## src/rtl/insr_decode_pkg.sv

```systemverilog
// rtl/insr_decode_pkg.sv - MIPS decode stage encodings (format, opcode, funct constants)
package insr_decode_pkg;

    localparam logic [1:0] FMT_R = 2'd0;
    localparam logic [1:0] FMT_I = 2'd1;
    localparam logic [1:0] FMT_J = 2'd2;

    localparam logic [5:0] OP_RTYPE = 6'h00;
    localparam logic [5:0] OP_J     = 6'h02;
    localparam logic [5:0] OP_JAL   = 6'h03;
    localparam logic [5:0] OP_ANDI  = 6'h0C;
    localparam logic [5:0] OP_ORI   = 6'h0D;
    localparam logic [5:0] OP_XORI  = 6'h0E;
    localparam logic [5:0] OP_LUI   = 6'h0F;
    localparam logic [5:0] OP_LW    = 6'h23;
    localparam logic [5:0] OP_SW    = 6'h2B;

    localparam logic [5:0] FN_SLL  = 6'h00;
    localparam logic [5:0] FN_SRL  = 6'h02;
    localparam logic [5:0] FN_SRA  = 6'h03;
    localparam logic [5:0] FN_JR   = 6'h08;
    localparam logic [5:0] FN_ADD  = 6'h20;
    localparam logic [5:0] FN_NOR  = 6'h27;
    localparam logic [5:0] FN_SLT  = 6'h2A;
    localparam logic [5:0] FN_SLTU = 6'h2B;

endpackage

```

## src/rtl/insr_decode_stage_field_decode.sv

```systemverilog
// rtl/insr_decode_stage_field_decode.sv - combinational instruction -> decoded bundle (DECODE_ILLEGAL_EN enables illegal check)
module insr_field_decode
    import insr_decode_pkg::*;
#(
    parameter int DATA_W = 32,
    parameter int PC_W   = 32
) (
    input  logic [31:0]       i_instr,
    input  logic [PC_W-1:0]   i_pc,
    output logic [5:0]        o_op_code,
    output logic [4:0]        o_rs,
    output logic [4:0]        o_rt,
    output logic [4:0]        o_rd,
    output logic [4:0]        o_shamt,
    output logic [5:0]        o_funct,
    output logic [1:0]        o_fmt,
    output logic [DATA_W-1:0] o_imm_ext,
    output logic [PC_W-1:0]   o_jaddr,
    output logic              o_illegal
);

    logic [15:0]     w_imm;
    logic [PC_W-1:0] w_pc4;
    logic [PC_W-1:0] w_region_mask;

    assign o_op_code = i_instr[31:26];
    assign o_rs      = i_instr[25:21];
    assign o_rt      = i_instr[20:16];
    assign o_rd      = i_instr[15:11];
    assign o_shamt   = i_instr[10:6];
    assign o_funct   = i_instr[5:0];
    assign w_imm     = i_instr[15:0];

    always_comb begin
        o_fmt = FMT_I;
        if (o_op_code == OP_RTYPE)
            o_fmt = FMT_R;
        else if (o_op_code == OP_J || o_op_code == OP_JAL)
            o_fmt = FMT_J;
    end

    always_comb begin
        o_imm_ext = DATA_W'($signed(w_imm));
        if (o_op_code == OP_ANDI || o_op_code == OP_ORI || o_op_code == OP_XORI)
            o_imm_ext = DATA_W'(w_imm);
        else if (o_op_code == OP_LUI)
            o_imm_ext = DATA_W'({w_imm, 16'h0000});
    end

    // Keep the 256 MB region bits of pc+4 and splice in the word target; the mask form works for any PC_W >= 28.
    assign w_pc4         = i_pc + PC_W'(4);
    assign w_region_mask = ~PC_W'(28'hFFF_FFFF);
    assign o_jaddr       = (w_pc4 & w_region_mask) | PC_W'({i_instr[25:0], 2'b00});

`ifdef DECODE_ILLEGAL_EN
    logic w_op_ok;
    logic w_fn_ok;

    assign w_op_ok = (o_op_code == OP_RTYPE) || (o_op_code >= OP_J && o_op_code <= OP_LUI)
                   || (o_op_code == OP_LW) || (o_op_code == OP_SW);
    assign w_fn_ok = (o_funct == FN_SLL) || (o_funct == FN_SRL) || (o_funct == FN_SRA)
                   || (o_funct == FN_JR) || (o_funct >= FN_ADD && o_funct <= FN_NOR)
                   || (o_funct == FN_SLT) || (o_funct == FN_SLTU);
    assign o_illegal = !w_op_ok || (o_op_code == OP_RTYPE && !w_fn_ok);
`else
    assign o_illegal = 1'b0;
`endif

endmodule

```

## src/rtl/insr_decode_stage.sv

```systemverilog
// rtl/insr_decode_stage.sv - registered MIPS decode stage with 2-entry skid FIFO (DECODE_ILLEGAL_EN selects illegal check)
module insr_decode_stage
    import insr_decode_pkg::*;
#(
    parameter int DATA_W = 32,
    parameter int PC_W   = 32
) (
    input  logic              clk,
    input  logic              rst_n,
    input  logic              flush,
    input  logic              in_valid,
    output logic              in_ready,
    input  logic [31:0]       in_instr,
    input  logic [PC_W-1:0]   in_pc,
    output logic              out_valid,
    input  logic              out_ready,
    output logic [PC_W-1:0]   out_pc,
    output logic [5:0]        op_code,
    output logic [4:0]        rs,
    output logic [4:0]        rt,
    output logic [4:0]        rd,
    output logic [4:0]        shamt,
    output logic [5:0]        funct,
    output logic [1:0]        fmt,
    output logic [DATA_W-1:0] imm_ext,
    output logic [PC_W-1:0]   out_jaddr,
    output logic              illegal
);

    localparam int ENTRY_W = PC_W + 32 + 2 + DATA_W + PC_W + 1;

    logic [5:0]        w_op_code;
    logic [4:0]        w_rs;
    logic [4:0]        w_rt;
    logic [4:0]        w_rd;
    logic [4:0]        w_shamt;
    logic [5:0]        w_funct;
    logic [1:0]        w_fmt;
    logic [DATA_W-1:0] w_imm_ext;
    logic [PC_W-1:0]   w_jaddr;
    logic              w_illegal;
    logic [ENTRY_W-1:0] w_entry;
    logic              w_push;
    logic              w_pop;

    logic [ENTRY_W-1:0] r_slot0;
    logic [ENTRY_W-1:0] r_slot1;
    logic [1:0]         r_count;

    insr_field_decode #(
        .DATA_W (DATA_W),
        .PC_W   (PC_W)
    ) u_field_decode (
        .i_instr   (in_instr),
        .i_pc      (in_pc),
        .o_op_code (w_op_code),
        .o_rs      (w_rs),
        .o_rt      (w_rt),
        .o_rd      (w_rd),
        .o_shamt   (w_shamt),
        .o_funct   (w_funct),
        .o_fmt     (w_fmt),
        .o_imm_ext (w_imm_ext),
        .o_jaddr   (w_jaddr),
        .o_illegal (w_illegal)
    );

    assign w_entry = {in_pc, w_op_code, w_rs, w_rt, w_rd, w_shamt, w_funct,
                      w_fmt, w_imm_ext, w_jaddr, w_illegal};

    // in_ready depends only on the registered count, never on out_ready.
    assign in_ready  = (r_count != 2'd2);
    assign out_valid = (r_count != 2'd0);
    assign w_push    = in_valid && in_ready;
    assign w_pop     = out_valid && out_ready;

    always_ff @(posedge clk) begin
        if (!rst_n) begin
            r_count <= 2'd0;
            r_slot0 <= '0;
            r_slot1 <= '0;
        end else if (flush) begin
            r_count <= 2'd0;
        end else begin
            unique case ({w_push, w_pop})
                2'b10: begin
                    if (r_count == 2'd0)
                        r_slot0 <= w_entry;
                    else
                        r_slot1 <= w_entry;
                    r_count <= r_count + 2'd1;
                end
                2'b01: begin
                    r_slot0 <= r_slot1;
                    r_count <= r_count - 2'd1;
                end
                // Simultaneous push/pop only happens at count 1 (count 2 blocks the push).
                2'b11: r_slot0 <= w_entry;
                default: ;
            endcase
        end
    end

    assign {out_pc, op_code, rs, rt, rd, shamt, funct, fmt, imm_ext, out_jaddr, illegal} = r_slot0;

endmodule
```

## config.mk

```make
export PLATFORM = sky130hd
export DESIGN_NAME = insr_decode_stage
export DESIGN_NICKNAME = d
export VERILOG_FILES = /design/src/rtl/insr_decode_pkg.sv /design/src/rtl/insr_decode_stage_field_decode.sv /design/src/rtl/insr_decode_stage.sv
export SDC_FILE = /design/constraint.sdc
export NUM_CORES = 1
export LEC_CHECK = 0
export ABC_CLOCK_PERIOD_IN_PS = 2000
export BUFFER_PORTS_ARGS = -buffer_cell sky130_fd_sc_hd__buf_2
export CAP_MARGIN = 20
export CORE_MARGIN = 2
export CORE_UTILIZATION = 35
export DETAILED_ROUTE_END_ITERATION = 12
export GPL_TIMING_DRIVEN = 0
export SLEW_MARGIN = 10
export SYNTH_ARGS = -nofsm -noshare
export SYNTH_HDL_FRONTEND = slang
export SYNTH_SLANG_ARGS = --single-unit
```

## constraint.sdc

```tcl
create_clock -name clk -period 2 [get_ports clk]
set_input_delay 0.4 -clock clk [delete_from_list [all_inputs] [get_ports clk]]
set_output_delay 0.4 -clock clk [all_outputs]
set_load 0.005 [all_outputs]
```

# Yosys cells after proc, flatten, opt, wreduce, memory -nomap -nowiden
# Index checks and enable logic that the tools add are counted.
# word_totals
register_bits	263
latchBits	0
mem_bits_rw	0
romBits	0
input_bits	69
wordCells	41
n_memories	0
# op_classes
add_sub_neg	3
multipliers	0
div	0
magnitude_cmp	0
eq_ne	11
shift	0
n_mux	7
n_bitwise	4
n_reduce_logical	13
# ops
cell	n
131-bit one-hot mux with 3 select lines	1
131-bit two-way mux	1
32-bit by 3-bit adder with 32-bit output (second input constant)	1
32-bit two-way mux	1
32-bit by 28-bit OR with 32-bit output	1
31-bit two-way mux	1
6-bit by 4-bit == test with 1-bit output (second input constant)	4
6-bit by 2-bit == test with 1-bit output (second input constant)	2
6-bit zero test	1
3-bit AND reduction	2
2-bit == test (second input constant)	2
2-bit two-way mux	2
2-bit != test (second input constant)	2
2-bit one-hot mux with 2 select lines	1
2-bit nonzero test	2
1-bit logical OR	3
1-bit inverter	3
3-bit nonzero test	1
2-bit by 1-bit adder with 2-bit output (second input constant)	1
2-bit by 1-bit == test with 1-bit output (second input constant)	1
1-bit logical AND	2
2-bit zero test	1
2-bit OR reduction	1
2-bit by 1-bit subtractor with 2-bit output (second input constant)	1

# Depth between registers and ports, before layout
# Gate-level depths: netlist of run 1.
# logic_depth
depth_word	6
mapped_depth	11
ltp_nobuf	9

# Hierarchy
# From an unflattened synthesis of run 1, not the netlist that was laid out.
# unflattened
hier_cells	1343
area_unflattened_um2	12547.0
# modules_own_cells
module	instances	cells_per_inst	area_each_um2	seq_area_each_um2
insr_decode_stage	1	1217	11623.6	5285.1
insr_field_decode	1	126	923.4	0.0

# Least setup slack after synthesis of run 1
# Ideal clock, no wire load.
# synth_timing
kind	register to register
startpoint	reg r_count[1]
endpoint	reg r_slot0[31]
setup_ps	117
t_arrival_ps	1780
t_required_ps	1883
setup_slack_ps	102
stages_incl_launch_ff	11
period_less_slack_ps	1898
path_cell_list	dfxtp_1 or2_2 nand2_1 inv_1 ha_1 buf_2 buf_2 buf_2 nor2_1 mux2i_1 a32o_1
# synth_between
elab_chain_len	5
word_cells_on_any_way	12
cone_classes	eq/ne: 5; mux: 1; reduce/logical: 6
# synth_rtl
item	line	text
from (decl)	insr_decode_stage.sv:48	logic [1:0] r_count;
from (signal assigned)	insr_decode_stage.sv:91	r_count <= r_count + 2'd1;
from (signal assigned)	insr_decode_stage.sv:95	r_count <= r_count - 2'd1;
2-bit nonzero test *	insr_decode_stage.sv:73	assign out_valid = (r_count != 2'd0);
named net out_valid	insr_decode_stage.sv:15	output logic out_valid,
1-bit logical AND *	insr_decode_stage.sv:75	assign w_pop = out_valid && out_ready;
2-bit == test / 2-bit by 1-bit == test with 1-bit output (equally long branches)	insr_decode_stage.sv:85	unique case ({w_push, w_pop})
2-bit != test (no source line) / 3-bit nonzero test (equally long branches)	n/a	
3-bit AND reduction (no source line)	n/a	
to (signal assigned)	insr_decode_stage.sv:88	r_slot0 <= w_entry;
to (signal assigned)	insr_decode_stage.sv:94	r_slot0 <= r_slot1;
to (signal assigned)	insr_decode_stage.sv:98	2'b11: r_slot0 <= w_entry;
to (decl)	insr_decode_stage.sv:46	logic [ENTRY_W-1:0] r_slot0;
# Mark *: on every way through the listed nets, which the timed path passes. The rest lies on a longest branch.
# A chain may end at the register's enable or synchronous reset.

# Worst setup path in the final report of run 1
# layout_timing
startpoint	reg r_count[0]
endpoint	reg r_slot0[130]
# layout_between
elab_chain_len	5
word_cells_on_any_way	12
cone_classes	eq/ne: 5; mux: 1; reduce/logical: 6
# layout_rtl
item	line
2-bit != test / 2-bit nonzero test (equally long branches)	insr_decode_stage.sv:72, insr_decode_stage.sv:73
1-bit logical AND (on tied branches)	insr_decode_stage.sv:74, insr_decode_stage.sv:75
2-bit == test / 2-bit by 1-bit == test with 1-bit output (equally long branches)	insr_decode_stage.sv:85
2-bit != test (no source line) / 3-bit nonzero test (equally long branches)	n/a
3-bit AND reduction (no source line)	n/a
# Several ways; a longest one is shown, not always the timed one.

==> summary.log, run 1 <==
[run_status] status complete, no violations
[clock_tree] Clock Sinks 206
[worst_hold_path] endpoint of the worst hold path r_slot1[89]
[synth] sequential cell area fraction in the yosys report 45.16%
[cells_and_area] share of layout cells above drive strength 1 27.84%
[timing] slew at the pin closest to its max-slew limit 0.6667 ns
[floorplanning] vertical die dimension 165.5 um
[job] number of violations of the max-capacitance limit 0
[floorplanning] effective utilization at floorplan 35.34%
[drt] routed wire length 27,440 um
[worst_setup_path] Worst Reg-to-Reg Cells 11
[worst_setup_path] Critical Path End Type flip-flop
[synth] total of warnings raised by yosys 0
[drt] final routed wire length divided by cell count 17.17 um
[drt] length of the first detailed-routing pass in iterations 5
[synth] biggest area consumer among synthesized cells sky130_fd_sc_hd__dfxtp_1
[timing] final setup fails 0
[floorplanning] number of core rows 59
[cells_and_area] Final Net Count 1,318
[clock_tree] CTS H-Tree Depth 1
[power] Max VDD drop 0.4971 mV
[synth] main flop type after synthesis sky130_fd_sc_hd__dfxtp_1
[power] P per Cell Area 850.3 mW/mm^2
[clock_tree] root buf cell sky130_fd_sc_hd__clkbuf_16
[synth] area of the mapped netlist 0.009131 mm^2
[worst_hold_path] worst hold start in_instr[22]
[floorplanning] DIE AREA 0.02740 mm^2
[cells_and_area] footprint of the multi-input gates 0.004438 mm^2
[clock_tree] worst-skew pair later-pin latency 0.51 ns
[synth] register bit count reported by yosys 206
[worst_setup_path] classification of the worst setup path reg2reg
[clock_tree] CTS buffer count 23
[placed_design] Port Buffer Count 198
[drt] drt initial violations 486
[synth] proportion of register bits with asynchronous set or reset after synthesis 0%
[timing] worst slew slack as a fraction of its limit 55.19%
[grt] Tot GR Track Use 19.40%
[floorplanning] Die Span X 165.5 um
[grt] largest net degree at the start of global routing 20
[power] leakage power summed over all cells 0.005621 uW
[grt] Congestion Overflow GR 0
[synth] Post-synth EDFFs 0
[timing] number of max-slew violations in the final report 0
[grt] number of global-route vias before repair 7,525
[timing] fmax 505.1 MHz
[drt] total number of vias 8,031
[drt] final routed DRC violation total 0
[synth] area share of the largest cell type after synthesis 45.16%
[placed_design] placed wire-length estimate 19,490 um
[placed_design] worst slack, placed -0.4517 ns
[timing] final hold vios 0
[timing] post-route worst setup slack 0.02003 ns
[timing] skew final 0.01296 ns
[grt] first-pass GRT wire length 41,710 um
[cells_and_area] P&R area growth vs syn 27.42%
[synth] cell count after synthesis 1,022
[placed_design] Final GP Congestion 0.8175
[worst_setup_path] worst endpoint data arrival time 2.38 ns
[grt] number of antenna violations at the first check in global routing 2
[worst_hold_path] depth of the worst hold-timing path 3
[clock_tree] maximum buffer depth of the clock tree 3
[floorplanning] placeable core region 0.02584 mm^2
[timing] post-route minimum period 1.980 ns
[worst_setup_path] top fanout value on the critical path 10
[cells_and_area] Layout Utilization 45.03%
[cells_and_area] register area 0.004131 mm^2
[timing] RSZ-0062 raised after global routing true
[floorplanning] total I/O pin count 202
[clock_tree] Reg clk slew, reported paths 0.06 ns
[timing] post-route clock period utilization 99.00%
[clock_tree] clock tree from TritonCTS yes
[worst_setup_path] r2r setup slk 0.02 ns
[worst_setup_path] Worst setup SP type flip-flop
[synth] Mean Syn Cell Area 8.935 um^2
[synth] Synth area leaders sky130_fd_sc_hd__dfxtp_1 (45%), sky130_fd_sc_hd__nand2_1 (12%), sky130_fd_sc_hd__o211a_1 (11%)
[synth] synth unique cells 43
[worst_setup_path] reg-to-reg endpoint r_slot0[130]
[cells_and_area] filler instances 2,590
[worst_setup_path] launch point of the worst reg-to-reg path r_count[0]
[worst_setup_path] worst path required time 2.40 ns
[drt] final antenna-violating net count 0
[worst_hold_path] Hold/Removal Path Class in2reg
[drt] routed via count divided by cell count 5.026
[clock_tree] post-cts hold buffer count 0
## sequential cells by signal (all words and copies together) (netlist names)
| signal | flops |
|---|---|
| r_slot1 | 102 |
| r_slot0 | 102 |
| r_count | 2 |
## power by group
part / switching, uW / total (uW) / internal (uW) / leakage, uW
Sequential: 126 / 4450 / 4320 / 0.00168
Clock: 1700 / 4100 / 2400 / 0.000349
Combinational: 701 / 1340 / 641 / 0.00359
## stage by stage
step | instance area [um^2] | hold slack [ns] | setup TNS [ns] | instances | power, uW
after floorplan | 9139 | 0.4347 | 0 | 1024 | 5213
after global placement | 10550 | 0.4408 | -35.99 | 1557 | 5770
after detailed placement | 10550 | 0.4448 | -40.28 | 1557 | 5784
after CTS | 11430 | 0.1361 | 0 | 1594 | 9926
after global routing | 11630 | 0.1529 | -0.1852 | 1597 | 10290
final | 11630 | 0.1483 | 0 | 1598 | 9894
## routing by layer
| metal | vias to the layer above | track usage (%) | part of all wire (%) |
|---|---|---|---|
| met3 | 48 | 3.197 | 6.1 |
| li1 | 3954 | - | - |
| met4 | 0 | 5.094 | 2.5 |
| met2 | 251 | 32.18 | 47 |
| met5 | - | 0 | 0 |
| met1 | 3778 | 26.20 | 45 |
## cell usage after synthesis (3+ instances only)
master                     count
sky130_fd_sc_hd__a21boi_1      7
sky130_fd_sc_hd__nand2_1     282
sky130_fd_sc_hd__mux2i_1      65
sky130_fd_sc_hd__a21oi_1      16
sky130_fd_sc_hd__ha_1          3
sky130_fd_sc_hd__o21ai_1       8
sky130_fd_sc_hd__dfxtp_1     206
sky130_fd_sc_hd__and2_1        4
sky130_fd_sc_hd__a21oi_2       4
sky130_fd_sc_hd__nand4_1       9
sky130_fd_sc_hd__clkbuf_1     35
sky130_fd_sc_hd__nor2_1        9
sky130_fd_sc_hd__o21ai_0      13
sky130_fd_sc_hd__o21ai_2       3
sky130_fd_sc_hd__buf_2        46
sky130_fd_sc_hd__a21boi_0     74
sky130_fd_sc_hd__nand3_1      37
sky130_fd_sc_hd__o211a_1      96
sky130_fd_sc_hd__xor2_1        6
sky130_fd_sc_hd__inv_1         4
sky130_fd_sc_hd__and3_1        3
sky130_fd_sc_hd__buf_1         4
sky130_fd_sc_hd__buf_4        32
sky130_fd_sc_hd__o21a_1       15
sky130_fd_sc_hd__o211ai_1     20
## worst max path at each step
stage	slack, ns	to	start	cells past startpoint
after floorplan	0.10	r_slot0[31]	r_count[1]	10
after global placement	-0.39	r_slot0[33]	r_count[0]	9
after detailed placement	-0.45	r_slot0[33]	r_count[0]	9
after CTS	0.01	r_slot0[43]	r_count[1]	9
after global routing	-0.03	r_slot0[114]	r_count[0]	9
final	0.02	r_slot0[130]	r_count[0]	11
## kinds of logic after synthesis
kind of cell	Yosys count	synth area share [%]
and+or+nand+nor	358	16.28
AOI/OAI and AO/OA	259	23.05
DFF	206	45.16
other	1	0.04107
adders and majority gates	3	0.4111
xor gates and xnor gates	7	0.6714
muxes	65	7.125
buffers and inverters	123	7.262
## cells in the final DEF, fill, tap and decap left out, types with 8 or more instances in the layout
cell                        instances
sky130_fd_sc_hd__o211ai_1          20
sky130_fd_sc_hd__o21ai_0           13
sky130_fd_sc_hd__buf_4             45
sky130_fd_sc_hd__clkbuf_4           9
sky130_fd_sc_hd__buf_6             14
sky130_fd_sc_hd__o211a_1           96
sky130_fd_sc_hd__a21boi_0          74
sky130_fd_sc_hd__dfxtp_1          204
sky130_fd_sc_hd__a21oi_1           16
sky130_fd_sc_hd__mux2i_1           65
sky130_fd_sc_hd__o21ai_1            8
sky130_fd_sc_hd__o21a_1            15
sky130_fd_sc_hd__clkbuf_16         25
sky130_fd_sc_hd__nand3_1           37
sky130_fd_sc_hd__nand2_1          280
sky130_fd_sc_hd__buf_2            210
sky130_fd_sc_hd__clkbuf_1          30
sky130_fd_sc_hd__nand4_1            9
## worst max-delay path, stage by stage, from the launching register on
cell and delay [ns]:
sky130_fd_sc_hd__dfxtp_4 0.37, sky130_fd_sc_hd__nand2b_1 0.17, sky130_fd_sc_hd__nand2_2 0.11, sky130_fd_sc_hd__inv_1 0.08
sky130_fd_sc_hd__ha_4 0.16, sky130_fd_sc_hd__o21ai_4 0.09, sky130_fd_sc_hd__and2_4 0.19, sky130_fd_sc_hd__buf_8 0.14
sky130_fd_sc_hd__buf_12 0.15, sky130_fd_sc_hd__buf_8 0.14, sky130_fd_sc_hd__nand2_1 0.10, sky130_fd_sc_hd__o211a_1 0.15
## repair_timing
item,in CTS,in global routing
endpoints found under the setup margin,196,199
endpoints found under the hold margin,0,0
pin swaps,4,5
buffers inserted,0,1
cloned,0,1
gates resized for setup,67,52
## layout make-up
cell class	instances	area share (%)
Sequential cell	206	35.51
Inverter	4	0.1290
Multi-Input combinational cell	695	38.14
Timing Repair Buffer	200	8.797
Antenna cell	2	0.04302
Tap cell	335	3.603
Clock buffer	36	5.710
Buffer	116	7.646
Clock inverter	4	0.4194
Note: power is estimated with default switching activity, not from simulation.
==> run 2, diff against run 1 <==
SYNTH_HIERARCHICAL = 1   (was not set)
==> run 2 against run 1 <==
Compared with the run above:
- sequential cell count rose by 58
- sequential share of layout area fell by 2.4 points
- register-to-register slack improved by 0.03 ns
- area after synthesis rose by 37%
- clock power rose by 33%
- first-iteration DRC count rose by 64%
- hold slack got worse by 0.060 ns
- clock skew barely moved
- die area rose by 36%
- cell count rose by 29%
- final area rose by 37%
- wire length rose by 47%
- critical path type unchanged
==> summary.log, run 2 <==
[placed_design] Port Buffer Count 189 [-4.5%]
[drt] drt initial violations 797 [+64%]
[cells_and_area] commonest non-fill, non-tap cell in the layout sky130_fd_sc_hd__dfxtp_1
[power] P per Cell Area 823.3 mW/mm^2 [-3.2%]
[drt] final routed DRC violation total 0 [unchanged]
[grt] number of antenna violations at the first check in global routing 0 [-2]
[floorplanning] total I/O pin count 202 [unchanged]
[floorplanning] number of core rows 69 [+17%]
[cells_and_area] ant diodes 0 [-2]
[timing] skew final 0.01300 ns [+0.00003570 ns]
[run_status] status complete, no violations
[clock_tree] root buf cell sky130_fd_sc_hd__clkbuf_16
[grt] number of global-route vias before repair 10.62k [+41%]
[timing] slew at the pin closest to its max-slew limit 1.021 ns [+0.3544 ns]
[drt] final antenna-violating net count 0 [unchanged]
[worst_setup_path] worst endpoint data arrival time 2.39 ns [about the same]
[job] number of violations of the max-capacitance limit 0 [unchanged]
[synth] Post-synth EDFFs 0 [unchanged]
[power] overall power consumption 13,150 uW [+33%]
[drt] length of the first detailed-routing pass in iterations 5 [unchanged]
[placed_design] number of placed instances, taps included 1,995 [+28%]
[timing] fmax 513.7 MHz [+1.7%]
[clock_tree] Clock Sinks 264 [+28%]
[synth] biggest area consumer among synthesized cells sky130_fd_sc_hd__dfxtp_1
[power] leakage power summed over all cells 0.007545 uW [+34%]
[floorplanning] effective utilization at floorplan 35.45% [+0.11 points]
[power] Int Pwr 9698 uW [+32%]
[cells_and_area] Layout Utilization 45.14% [+0.10 points]
[worst_setup_path] Worst setup SP type flip-flop
[grt] largest net degree at the start of global routing 15 [-25%]
[placed_design] Final GP Congestion 0.7996 [-2.2%]
[clock_tree] CTS buffer count 30 [+30%]
[timing] final setup fails 0 [unchanged]
[synth] Synth area leaders sky130_fd_sc_hd__dfxtp_1 (42%), sky130_fd_sc_hd__mux2i_1 (10%), sky130_fd_sc_hd__o211a_1 (10%)
[cells_and_area] Regs by FF count r_slot0: 131 flops, r_slot1: 131 flops, r_count: 2 flops
[synth] main flop type after synthesis sky130_fd_sc_hd__dfxtp_1
[clock_tree] Reg clk slew, reported paths 0.06 ns [about the same]
[placed_design] placed wire-length estimate 28,080 um [+44%]
[clock_tree] maximum buffer depth of the clock tree 3 [unchanged]
[timing] worst hold slack across all endpoints 0.08848 ns [-0.05977 ns]
[drt] total number of vias 10.96k [+36%]
[synth] most instantiated cells after synthesis sky130_fd_sc_hd__dfxtp_1 (264), sky130_fd_sc_hd__nand2_1 (135), sky130_fd_sc_hd__nand3_1 (133)
[drt] final routed wire length divided by cell count 19.60 um [+14%]
[cells_and_area] Final Net Count 1,653 [+25%]
[power] relative contribution of sequential cells to total power 43.3% [-1.7 points]
[timing] final hold vios 0 [unchanged]
[cells_and_area] P&R area growth vs syn 27.33% [about the same]
[power] Max VDD drop 0.7080 mV [+42%]
[synth] sequential cell area fraction in the yosys report 42.12% [-3.0 points]
[worst_setup_path] worst path required time 2.44 ns [+0.04 ns]
[synth] area share of the largest cell type after synthesis 42.12% [-3.0 points]
[timing] TNS Setup 0 ns [unchanged]
[worst_setup_path] top fanout value on the critical path 5 [-5]
[synth] proportion of register bits with asynchronous set or reset after synthesis 0% [unchanged]
[drt] routed via count divided by cell count 5.316 [+5.8%]
[synth] synth unique cells 42 [-2.3%]
[power] combinational fraction of design power 15.2% [+1.6 points]
[grt] Congestion Overflow GR 0 [unchanged]
[synth] total of warnings raised by yosys 6 [+6]
[synth] area of the mapped netlist 0.01255 mm^2 [+37%]
[clock_tree] CTS H-Tree Depth 1 [unchanged]
[worst_hold_path] Hold/Removal Path Class in2reg
[cells_and_area] final cell count without fillers 2,061 [+29%]
[synth] Mean Syn Cell Area 9.343 um^2 [+4.6%]
[timing] post-route minimum period 1.947 ns [-0.03334 ns]
[power] switching share of power 26.27% [+0.75 points]
[timing] RSZ-0062 raised after global routing true
[drt] routed wire length 40,400 um [+47%]
[timing] worst slew slack as a fraction of its limit 31.93% [-23 points]
[power] switching power 3456 uW [+37%]
[grt] first-pass GRT wire length 61,820 um [+48%]
[synth] register bit count reported by yosys 264 [+28%]
[clock_tree] clock tree from TritonCTS yes
[worst_setup_path] classification of the worst setup path reg2reg
[synth] count leader, synth sky130_fd_sc_hd__dfxtp_1
[cells_and_area] filler instances 3,472 [+34%]
[power] part of the power in the clock network 41.5% [about the same]
[floorplanning] vertical die dimension 193.3 um [+17%]
[worst_setup_path] Critical Path End Type flip-flop
[timing] number of max-slew violations in the final report 0 [unchanged]
[timing] post-route clock period utilization 97.33% [-1.7 points]
[clock_tree] worst-skew pair later-pin latency 0.56 ns [+0.05 ns]
[floorplanning] placeable core region 0.03540 mm^2 [+37%]
[grt] Tot GR Track Use 20.58% [+1.2 points]
[floorplanning] DIE AREA 0.03738 mm^2 [+36%]
[cells_and_area] share of layout cells above drive strength 1 29.19% [+1.4 points]
[cells_and_area] most frequent cells in the layout sky130_fd_sc_hd__dfxtp_1 (262), sky130_fd_sc_hd__buf_2 (207), sky130_fd_sc_hd__nand2_1 (133), sky130_fd_sc_hd__o211a_1 (131), sky130_fd_sc_hd__o211ai_1 (131)
[synth] cell count after synthesis 1,343 [+31%]
[clock_tree] post-cts hold buffer count 0 [unchanged]
[floorplanning] Die Span X 193.3 um [+17%]
## run 2: critical path: stages, from the launching register on
cell and delay (ns):
sky130_fd_sc_hd__dfxtp_4 0.35, sky130_fd_sc_hd__or2_4 0.26, sky130_fd_sc_hd__nand2_4 0.07, sky130_fd_sc_hd__inv_2 0.04, sky130_fd_sc_hd__ha_4 0.20, sky130_fd_sc_hd__buf_12 0.15
sky130_fd_sc_hd__buf_16 0.15, sky130_fd_sc_hd__buf_12 0.15, sky130_fd_sc_hd__mux2i_1 0.21, sky130_fd_sc_hd__nand3_1 0.11, sky130_fd_sc_hd__o211a_1 0.14
## run 2: path summary, 6_finish.rpt
path | slack, ns | cells after the start | end | from
max | 0.05 | 10 | r_slot0[97] | r_count[0]
min | 0.09 | 3 | r_slot1[99] | in_pc[0]
max reg2reg | 0.05 | 10 | r_slot0[97] | r_count[0]
min reg2reg | 0.48 | 2 | r_slot1[86] | r_slot1[86]
## run 2: repair_timing
item | 4_1_cts | 5_1_grt
setup buffers | 9 | 0
gates resized for setup | 76 | 127
setup endpoints to repair | 263 | 260
pin swaps | 7 | 11
gates cloned | 3 | 6
## run 2: per-stage QoR
step	cell area (um^2)	setup WS, ns
2_1_floorplan	12550	0.06755
3_3_place_gp	14080	-0.4353
3_5_place_dp	14080	-0.4839
4_1_cts	15490	-0.03629
5_1_grt	15980	-0.02125
6_report	15980	0.05337
## run 2: per-layer routing
layer / wire [um] / track usage (%) / up-vias / share of wire, %
li1: - / - / 5349 / -
met1: 19000 / 28.80 / 5313 / 47
met2: 18940 / 33.81 / 250 / 47
met3: 1745 / 2.824 / 45 / 4.3
met4: 704 / 4.354 / 0 / 1.7
met5: 0 / 0 / - / 0
## run 2: cell type report
class	count	area (um^2)	area share (%)
plain buffers	209	1533	9.594
clock buffers	45	918.4	5.748
clock inverters	6	60.06	0.3759
inverters	3	11.26	0.07048
multi-input cells	866	6355	39.78
flip-flops and latches	264	5293	33.13
well taps	461	576.8	3.610
repair buffers	207	1230	7.698
## run 2: cells by family after synthesis
family / after synthesis / share of synthesized area (%)
AO/OA/AOI/OAI: 413 / 24.69
buffers and inverters: 215 / 10.14
adder cells (fa/ha/maj): 3 / 0.2992
other: 1 / 0.02989
flip-flops: 264 / 42.12
XOR/XNOR: 6 / 0.4188
AND/OR/NAND/NOR: 310 / 11.85
multiplexers: 131 / 10.45
## run 2: power groups by stage
stage	logic, uW	registers, uW	clock network, uW
global placement	1790	5800	0
detailed placement	1800	5810	0
finish	2000	5700	5460
floorplan	1080	5820	0
CTS	1900	5700	5570
global route	2170	5730	5800
